[config.mk]
export PLATFORM = sky130hd
export DESIGN_NAME = nubus_slave
export DESIGN_NICKNAME = d
export VERILOG_FILES = /design/src/rtl/nubus_slave.sv
export SDC_FILE = /design/constraint.sdc
export NUM_CORES = 1
export LEC_CHECK = 0
export CELL_PAD_IN_SITES_DETAIL_PLACEMENT = 1
export CELL_PAD_IN_SITES_GLOBAL_PLACEMENT = 1
export CORE_ASPECT_RATIO = 0.6
export CORE_UTILIZATION = 35
export CTS_BUF_LIST = sky130_fd_sc_hd__clkbuf_2
export CTS_CLUSTER_SIZE = 24
export DETAILED_ROUTE_END_ITERATION = 12
export GPL_TIMING_DRIVEN = 0
export HOLD_SLACK_MARGIN = 0.1
export PLACE_DENSITY_LB_ADDON = 0.1
export SLEW_MARGIN = 15
export SYNTH_ARGS = -nofsm -noshare
export SYNTH_HDL_FRONTEND = slang
export SYNTH_SLANG_ARGS = --single-unit
[constraint.sdc]
create_clock -name mem_clk -period 3.71 [get_ports mem_clk]
set_input_delay 0.5565 -clock mem_clk [delete_from_list [all_inputs] [get_ports mem_clk]]
set_output_delay 0.5565 -clock mem_clk [all_outputs]
set_load 0.1 [all_outputs]
[src/rtl/nubus_slave.sv]
// -----------------------------------------------------------------------------
// nubus_slave
//
// NuBus slave front end that turns a selected NuBus transfer into a single
// request on a simple valid/ready memory port, then returns a one-cycle
// acknowledge (with read data for reads) to the bus.
//
// Transfer flow: IDLE -> (write) WDATA -> MEM -> ACK -> IDLE
//                IDLE -> (read)          MEM -> ACK -> IDLE
// Every output comes straight from a flop; nothing on nub_* or mem_ready
// reaches an output combinationally.
//
// Optional feature: define NUBUS_SLAVE_TIMEOUT_EN to add a MEM-phase watchdog.
// After TIMEOUT_CLOCKS cycles in MEM without mem_ready the transfer is
// acknowledged with error status nub_tm_o = 2'b01. Without the macro the slave
// waits in MEM indefinitely and nub_tm_o is always 2'b00.
//
// Parameters
//   TIMEOUT_CLOCKS : MEM cycles before error acknowledge (1..255, watchdog only)
//
// Ports
//   mem_clk     in   clock, all state changes on the rising edge
//   mem_reset   in   asynchronous active-high reset
//   nub_start   in   address-phase strobe (already synchronous to mem_clk)
//   nub_tm      in   [1] 1=read 0=write, [0] 1=word 0=byte
//   nub_ad_i    in   address in START cycle, write data in the next cycle
//   nub_id      in   this card's slot number
//   nub_ad_o    out  read data to the bus (holds last captured read data)
//   nub_ad_oe   out  drive enable for nub_ad_o (read ACK only)
//   nub_ack     out  one-cycle transfer acknowledge
//   nub_tm_o    out  acknowledge status: 00 ok, 01 timeout
//   mem_valid   out  memory request, high exactly while in MEM
//   mem_wstrb   out  byte write strobes (0000 for reads)
//   mem_addr    out  latched NuBus address
//   mem_wdata   out  latched write data
//   mem_myslot  out  address hit the slot space Fs000000
//   mem_myexp   out  address hit the super-slot space s0000000
//   mem_rdata   in   memory read data
//   mem_ready   in   memory acknowledge
// -----------------------------------------------------------------------------
module nubus_slave #(
    parameter int unsigned TIMEOUT_CLOCKS = 255
) (
    input  logic        mem_clk,
    input  logic        mem_reset,
    input  logic        nub_start,
    input  logic [1:0]  nub_tm,
    input  logic [31:0] nub_ad_i,
    input  logic [3:0]  nub_id,
    output logic [31:0] nub_ad_o,
    output logic        nub_ad_oe,
    output logic        nub_ack,
    output logic [1:0]  nub_tm_o,
    output logic        mem_valid,
    output logic [3:0]  mem_wstrb,
    output logic [31:0] mem_addr,
    output logic [31:0] mem_wdata,
    output logic        mem_myslot,
    output logic        mem_myexp,
    input  logic [31:0] mem_rdata,
    input  logic        mem_ready
);

    typedef enum logic [1:0] {
        ST_IDLE  = 2'd0,
        ST_WDATA = 2'd1,
        ST_MEM   = 2'd2,
        ST_ACK   = 2'd3
    } state_t;

    // Byte strobes for a request: none for reads, all for word writes,
    // otherwise the single lane addressed by the low two address bits.
    function automatic logic [3:0] wstrb_decode(input logic [1:0] tm,
                                                input logic [1:0] lane);
        logic [3:0] strb;
        if (tm[1]) begin
            strb = 4'b0000;
        end else if (tm[0]) begin
            strb = 4'b1111;
        end else begin
            strb = 4'b0001 << lane;
        end
        return strb;
    endfunction

    state_t      state_q,  state_d;
    logic [31:0] addr_q,   addr_d;
    logic        read_q,   read_d;
    logic [3:0]  wstrb_q,  wstrb_d;
    logic        myslot_q, myslot_d;
    logic        myexp_q,  myexp_d;
    logic [31:0] wdata_q,  wdata_d;
    logic [31:0] rdata_q,  rdata_d;
    logic        valid_q,  valid_d;
    logic        ack_q,    ack_d;
    logic        oe_q,     oe_d;
    logic [1:0]  tm_o_q,   tm_o_d;

    logic        myslot_s;
    logic        myexp_s;

`ifdef NUBUS_SLAVE_TIMEOUT_EN
    localparam logic [7:0] TIMEOUT_LIM = 8'(TIMEOUT_CLOCKS);
    logic [7:0]  cnt_q, cnt_d;
`endif

    // Card select decode on the live address-phase bus.
    always_comb begin
        myslot_s = (nub_ad_i[31:28] == 4'hF) && (nub_ad_i[27:24] == nub_id);
        myexp_s  = (nub_ad_i[31:28] == nub_id);
    end

    // Next-state and next-output logic for the transfer sequencer.
    always_comb begin
        state_d  = state_q;
        addr_d   = addr_q;
        read_d   = read_q;
        wstrb_d  = wstrb_q;
        myslot_d = myslot_q;
        myexp_d  = myexp_q;
        wdata_d  = wdata_q;
        rdata_d  = rdata_q;
        valid_d  = 1'b0;
        ack_d    = 1'b0;
        oe_d     = 1'b0;
        tm_o_d   = 2'b00;
`ifdef NUBUS_SLAVE_TIMEOUT_EN
        cnt_d    = cnt_q;
`endif

        case (state_q)
            ST_IDLE: begin
                if (nub_start && (myslot_s || myexp_s)) begin
                    addr_d   = nub_ad_i;
                    read_d   = nub_tm[1];
                    wstrb_d  = wstrb_decode(nub_tm, nub_ad_i[1:0]);
                    myslot_d = myslot_s;
                    myexp_d  = myexp_s;
                    if (nub_tm[1]) begin
                        state_d = ST_MEM;
                        valid_d = 1'b1;
`ifdef NUBUS_SLAVE_TIMEOUT_EN
                        cnt_d   = 8'd0;
`endif
                    end else begin
                        state_d = ST_WDATA;
                    end
                end else begin
                    state_d = ST_IDLE;
                end
            end

            ST_WDATA: begin
                wdata_d = nub_ad_i;
                state_d = ST_MEM;
                valid_d = 1'b1;
`ifdef NUBUS_SLAVE_TIMEOUT_EN
                cnt_d   = 8'd0;
`endif
            end

            ST_MEM: begin
                // A ready in the same cycle the limit is hit still wins.
                if (mem_ready) begin
                    if (read_q) begin
                        rdata_d = mem_rdata;
                    end else begin
                        rdata_d = rdata_q;
                    end
                    state_d = ST_ACK;
                    ack_d   = 1'b1;
                    oe_d    = read_q;
                    tm_o_d  = 2'b00;
                end else begin
`ifdef NUBUS_SLAVE_TIMEOUT_EN
                    if ((cnt_q + 8'd1) == TIMEOUT_LIM) begin
                        state_d = ST_ACK;
                        ack_d   = 1'b1;
                        tm_o_d  = 2'b01;
                        cnt_d   = cnt_q + 8'd1;
                    end else begin
                        cnt_d   = cnt_q + 8'd1;
                        valid_d = 1'b1;
                    end
`else
                    valid_d = 1'b1;
`endif
                end
            end

            ST_ACK: begin
                state_d = ST_IDLE;
            end

            default: begin
                state_d = ST_IDLE;
            end
        endcase
    end

    // State and output registers; reset aborts any transfer without an ack.
    always_ff @(posedge mem_clk or posedge mem_reset) begin
        if (mem_reset) begin
            state_q  <= ST_IDLE;
            addr_q   <= 32'd0;
            read_q   <= 1'b0;
            wstrb_q  <= 4'd0;
            myslot_q <= 1'b0;
            myexp_q  <= 1'b0;
            wdata_q  <= 32'd0;
            rdata_q  <= 32'd0;
            valid_q  <= 1'b0;
            ack_q    <= 1'b0;
            oe_q     <= 1'b0;
            tm_o_q   <= 2'b00;
        end else begin
            state_q  <= state_d;
            addr_q   <= addr_d;
            read_q   <= read_d;
            wstrb_q  <= wstrb_d;
            myslot_q <= myslot_d;
            myexp_q  <= myexp_d;
            wdata_q  <= wdata_d;
            rdata_q  <= rdata_d;
            valid_q  <= valid_d;
            ack_q    <= ack_d;
            oe_q     <= oe_d;
            tm_o_q   <= tm_o_d;
        end
    end

`ifdef NUBUS_SLAVE_TIMEOUT_EN
    // MEM-phase watchdog counter.
    always_ff @(posedge mem_clk or posedge mem_reset) begin
        if (mem_reset) begin
            cnt_q <= 8'd0;
        end else begin
            cnt_q <= cnt_d;
        end
    end
`endif

    assign nub_ad_o   = rdata_q;
    assign nub_ad_oe  = oe_q;
    assign nub_ack    = ack_q;
    assign nub_tm_o   = tm_o_q;
    assign mem_valid  = valid_q;
    assign mem_wstrb  = wstrb_q;
    assign mem_addr   = addr_q;
    assign mem_wdata  = wdata_q;
    assign mem_myslot = myslot_q;
    assign mem_myexp  = myexp_q;

endmodule

==> flow_metrics.env, run 1 <==
export IMPL_post_dp_hpwl_mm=8.25
export IMPL_synthSimpleGateAreaFrac_pct=2.91
export IMPL_portBuffers=178
export IMPL_required_ps=3150
export IMPL_final_common_cell="clkdlybuf4s50_1"
export IMPL_grt_pass1_vias=3127
export IMPL_mappedNetlistArea_um2=4380
export IMPL_max_freq_mhz=371
export IMPL_cp_slowest_stage_delay_ps=1150
export IMPL_setup_viol=0
export IMPL_clock_sinks=108
export IMPL_cp_endpoint="mem_wdata[26]"
export IMPL_rsz0062_at_grt="false"
export IMPL_synth_top_family_by_area="multiplexers"
export IMPL_grt_overflow=0
export IMPL_maxCapViolCount=0
export IMPL_worst_slew_pin_slew_ps=1040
export IMPL_synth_seq_cells=108
export IMPL_outcome="complete, no violations"
export IMPL_post_route_cells_drive_above_1_share_pct=27.0
export IMPL_crit_path_start_kind="flop"
export IMPL_clkLatencyLatePin_ps=560
export IMPL_synthMuxAreaShare_pct=28.2
export IMPL_ant_nets=0
export IMPL_rr_worst_depth=5
export IMPL_final_cell_area_um2=6510
export IMPL_synth_area_leader_cell="dfrtp_1"
export IMPL_holdCritPathClass="input pin to asynchronous set/reset pin"
export IMPL_drt_initial_drc_count=62
export IMPL_rrSetupSlack_ps=1610
export IMPL_min_period_over_period_pct=72.7
export IMPL_place_congestion=0.745
export IMPL_synth_xor_area_share_pct=1.60
export IMPL_floorplan_initialDensity_pct=36.1
export IMPL_htreeDepth=3
export IMPL_crit_start="mem_wdata[26]"
export IMPL_path_clk_slew_ps=280
export IMPL_synth_compound_area_share_pct=1.66
export IMPL_row_count=31
export IMPL_crit_chain="clkdlybuf4s50_1"
export IMPL_dieArea_um2=13000
export IMPL_end_kind="output pin"
export IMPL_grt_max_degree=67
export IMPL_cp_top_family="buffers and inverters"
export IMPL_placedCellCount=621
export IMPL_dp_slack_ps=1110
export IMPL_grt_pass1_wl_mm=17.4
export IMPL_relSlewSlack_pct=30.6
export IMPL_seq_area_frac_synth_pct=61.7
export IMPL_fillers=1205
export IMPL_final_cell_mix="clkdlybuf4s50_1 (178), dfrtp_1 (108), mux2_2 (71), mux2_4 (29), clkbuf_2 (11)"
export IMPL_synth_area_leaders="dfrtp_1 (62%), mux2_2 (18%), mux2_4 (9.9%)"
export IMPL_die_height_um=88.6
export IMPL_fin_crit_ps=2700
export IMPL_synth_fa_ha_area_share_pct=1.43
export IMPL_grt_usage_pct=17.7
export IMPL_avgSynthCellArea_um2=15.9
export IMPL_num_antenna_cells=0
export IMPL_stdcell_count=636
export IMPL_routed_wl_mm=11.0
export IMPL_cts_tree="done"
export IMPL_core_area_um2=12100
export IMPL_antenna_found_initial=0
export IMPL_synth_top_area_share_pct=61.7
export IMPL_ctsResizeCount=0
export IMPL_r2r_end="mem_wdata[24]"
export IMPL_cp_depth=1
export IMPL_hold_violations=0
export IMPL_clock_path_buffers=2
export IMPL_num_vias=2901
export IMPL_via_per_inst=4.56
export IMPL_fin_ws_ps=1010
export IMPL_cts_root_buf="clkbuf_2"
export IMPL_worst_ep_arrival_time_ps=2140
export IMPL_drcViolationCount=0
export IMPL_chipWidth_um=146
export IMPL_crit_buf_inv=1
export IMPL_yosys_cell_types_count=27
export IMPL_cts_buffers=9
export IMPL_holdBufCountCts=0
export IMPL_syn2layout_area_growth_pct=48.7
export IMPL_ys_warn_count=0
export IMPL_clock_skew_ps=27.7
export IMPL_postCtsSetupRepairBufs=0
export IMPL_path_max_fanout=2
export IMPL_slew_violations=0
export IMPL_placedInstanceArea_um2=6400
export IMPL_syn_inst=276
export IMPL_ios=181
export IMPL_firstDrtPassIters=4
export IMPL_slowest_stage="clkdlybuf4s50_1"
export IMPL_path_class="flop to output pin"
export IMPL_r2r_start="state_q[1]"
export IMPL_wl_per_cell_um=17.2
export IMPL_nets=546
-- metrics by stage --
step	hold WS (ps)	utilization, %	TNS (ps)
5_1_grt	248	53.6	0
6_report	326	53.6	0
2_1_floorplan	448	-	0
3_5_place_dp	474	52.7	0
3_3_place_gp	464	52.5	-147080
4_1_cts	282	53.6	0
-- state kept, by name, indices dropped and copies added, names as in the netlist --
name,cells
mem_addr,32
mem_wdata,32
nub_ad_o,32
mem_wstrb,4
state_q,2
mem_myexp,1
mem_myslot,1
mem_valid,1
nub_ack,1
nub_ad_oe,1
read_q,1
-- how the worst min path moves through the flow --
stage                   endpoint  slack [ps]  cells after the start
floorplan                 read_q         450                      1
global placement          read_q         460                      1
detailed placement        read_q         470                      1
CTS                 nub_ad_o[20]         280                      2
global route        nub_ad_o[25]         250                      2
finish               nub_ad_o[4]         330                      2
-- Yosys cell counts --
cell	count
dfrtp_1	108
and2_1	1
buf_2	3
ha_1	5
a21oi_1	5
inv_1	7
buf_4	2
o21ai_0	2
or3_1	1
nand3_1	1
nand2b_1	2
mux2_4	29
a31oi_1	2
nand2_1	7
and4_1	1
o21ai_2	1
nor2_1	5
nand3_4	1
nand4_1	3
conb_1	1
buf_6	3
o22ai_1	1
a21bo_1	1
clkbuf_1	4
nand3b_1	1
xnor2_1	8
mux2_2	71
-- cell families (layout without fill, tap and decap cells) --
family | Yosys count | in the layout
DFF | 108 | 108
muxes | 100 | 100
and+or+nand+nor | 23 | 23
buffers and inverters | 19 | 213
AOI/OAI and AO/OA | 12 | 12
xor gates and xnor gates | 8 | 8
adders and majority gates | 5 | 5
other | 1 | 2
-- layer usage --
layer / global-route usage, % / up-vias / part of all wire (%)
met4: 4.26 / 0 / 0.73
met1: 24.0 / 1476 / 46
met2: 27.6 / 84 / 46
met5: 0 / - / 0
met3: 6.08 / 9 / 6.5
li1: - / 1332 / -
-- area by class of cell --
type | instances | area [um2] | share of cell area (%)
repair buffers | 179 | 1810 | 27.8
well taps | 165 | 206 | 3.17
clock inverters | 4 | 51.3 | 0.788
plain buffers | 12 | 78.8 | 1.21
flip-flops and latches | 108 | 2700 | 41.5
inverters | 7 | 31.3 | 0.480
multi-input cells | 150 | 1580 | 24.2
clock buffers | 11 | 55.1 | 0.846
Power of run 1 is not shown: default switching activity piles up to over one toggle a cycle in this logic, so the estimate is an artifact.
==> run 2, diff against run 1 <==
--- a/config.mk
+++ b/config.mk
@@ -8,7 +8,7 @@
 export CELL_PAD_IN_SITES_DETAIL_PLACEMENT = 1
 export CELL_PAD_IN_SITES_GLOBAL_PLACEMENT = 1
 export CORE_ASPECT_RATIO = 0.6
-export CORE_UTILIZATION = 35
+export CORE_UTILIZATION = 32
 export CTS_BUF_LIST = sky130_fd_sc_hd__clkbuf_2
 export CTS_CLUSTER_SIZE = 24
 export DETAILED_ROUTE_END_ITERATION = 12
==> constraint.sdc (replaced) <==
create_clock -name mem_clk -period 2.2 [get_ports mem_clk]
set_input_delay 0.33 -clock mem_clk [delete_from_list [all_inputs] [get_ports mem_clk]]
set_output_delay 0.33 -clock mem_clk [all_outputs]
set_load 0.1 [all_outputs]
==> run 2 against run 1 <==
Net effect:
- core utilization decreased by 4.4 points
- sequential share of layout area up 0.46 points
- via count did not move
- register-to-register slack lost 1400 ps
- setup slack worse by 930 ps
- routed wire length is 4.8% higher
- non-clock buffer count up 2
- first-iteration DRC count shrank 6.5%
- cell area decreased by 1.1%
- highest routed layer unchanged
==> flow_metrics.env, run 2 (synthesis gave the netlist of run 1 again) <==
export IMPL_outcome="complete, no violations"
export IMPL_slew_violations=0
export IMPL_path_max_fanout=2
export IMPL_hold_violations=0
export IMPL_grt_max_degree=35
export IMPL_cp_slowest_stage_delay_ps=830
export IMPL_wl_per_cell_um=17.9
export IMPL_final_cell_mix="dfrtp_1 (108), clkdlybuf4s50_1 (73), mux2_2 (71), clkdlybuf4s15_2 (64), clkbuf_2 (51)"
export IMPL_required_ps=1870
export IMPL_num_vias=2901
export IMPL_core_area_um2=13100
export IMPL_firstDrtPassIters=4
export IMPL_maxCapViolCount=0
export IMPL_place_congestion=0.784
export IMPL_max_freq_mhz=473
export IMPL_cts_buffers=9
export IMPL_crit_buf_inv=1
export IMPL_ant_nets=0
export IMPL_dieArea_um2=14200
export IMPL_relSlewSlack_pct=37.0
export IMPL_die_height_um=92.6
export IMPL_crit_path_start_kind="flop"
export IMPL_cp_top_family="buffers and inverters"
export IMPL_worst_ep_arrival_time_ps=1780
export IMPL_chipWidth_um=153
export IMPL_post_route_cells_drive_above_1_share_pct=49.3
export IMPL_via_per_inst=4.51
export IMPL_rsz0062_at_grt="false"
export IMPL_setup_viol=0
export IMPL_syn2layout_area_growth_pct=47.0
export IMPL_grt_overflow=0
export IMPL_fillers=1340
export IMPL_htreeDepth=3
export IMPL_final_common_cell="dfrtp_1"
export IMPL_portBuffers=178
export IMPL_postCtsSetupRepairBufs=0
export IMPL_grt_pass1_wl_mm=18.4
export IMPL_floorplan_initialDensity_pct=33.4
export IMPL_end_kind="output pin"
export IMPL_holdCritPathClass="input pin to asynchronous set/reset pin"
export IMPL_clkLatencyLatePin_ps=570
export IMPL_path_class="flop to output pin"
export IMPL_fin_crit_ps=2110
export IMPL_clock_path_buffers=2
export IMPL_min_period_over_period_pct=96.1
export IMPL_regArea_um2=2700
export IMPL_ios=181
export IMPL_antenna_found_initial=0
export IMPL_num_antenna_cells=0
export IMPL_clock_skew_ps=29.0
export IMPL_whs_ps=190
export IMPL_post_dp_hpwl_mm=8.65
export IMPL_nets=548
export IMPL_drt_initial_drc_count=58
export IMPL_cts_tree="done"
export IMPL_routed_wl_mm=11.5
export IMPL_worst_slew_pin_slew_ps=949
export IMPL_drcViolationCount=0
export IMPL_slowest_stage="clkdlybuf4s15_1"
export IMPL_cts_root_buf="clkbuf_2"
export IMPL_grt_pass1_vias=3227
export IMPL_multi_input_area_um2=1580
export IMPL_clock_sinks=108
export IMPL_crit_chain="clkdlybuf4s15_1"
export IMPL_grt_usage_pct=17.1
export IMPL_row_count=32
export IMPL_path_clk_slew_ps=260
## run 2: cell types whose count changed in the layout (fill, tap and decap cells not counted), sizes merged
cell / delta
buf: +2
clkdlybuf4s50: -105
clkdlybuf4s15: +66
inv: -1
clkinv: +3
clkbuf: +37
## run 2: final cells by class
| cell class | count | area share, % |
|---|---|---|
| repair buffers | 181 | 26.9 |
| clock inverters | 6 | 0.874 |
| well taps | 170 | 3.30 |
| clock buffers | 9 | 0.700 |
| flip-flops and latches | 108 | 42.0 |
| multi-input cells | 150 | 24.5 |
| inverters | 7 | 0.466 |
| plain buffers | 12 | 1.28 |
## run 2: metrics by stage
step / setup slack, ps / instance area [um2] / util, % / TNS [ps] / cells
after floorplan: 546 / 4390 / - / 0 / 277
after global placement: -578 / 6380 / 48.7 / -65910 / 625
after detailed placement: -158 / 6450 / 49.3 / -4200 / 628
after CTS: 0.298 / 6620 / 50.6 / 0 / 643
after global routing: 0.656 / 6440 / 49.2 / 0 / 643
final: 85.7 / 6440 / 49.2 / 0 / 643
## run 2: path summary, 6_finish.rpt
check / slack [ps] / start / end / cells past startpoint
setup / recovery: 90 / mem_wdata[2] / mem_wdata[2] / 1
hold reg to reg: 520 / read_q / read_q / 1
min in group mem_clk: 360 / mem_rdata[27] / nub_ad_o[27] / 2
setup reg to reg: 230 / state_q[0] / nub_ad_o[14] / 6
hold / removal: 190 / mem_reset / nub_ad_o[27] / 2
max in group asynchronous: 1270 / mem_reset / mem_addr[10] / 4
## run 2: timing repair
action | CTS | global route
gates resized for setup | 267 | 52
pin swaps | 0 | 0
endpoints found under the setup margin | 105 | 60
hold buffers | 0 | 0
## run 2: per-layer routing
layer	global-route usage, %	up-vias	share of wire [%]
met4	4.29	0	0.74
li1	-	1340	-
met5	0	-	0
met1	22.6	1476	46
met3	6.08	7	6.7
met2	26.8	78	46
Power of run 2 is left out for the same reason.
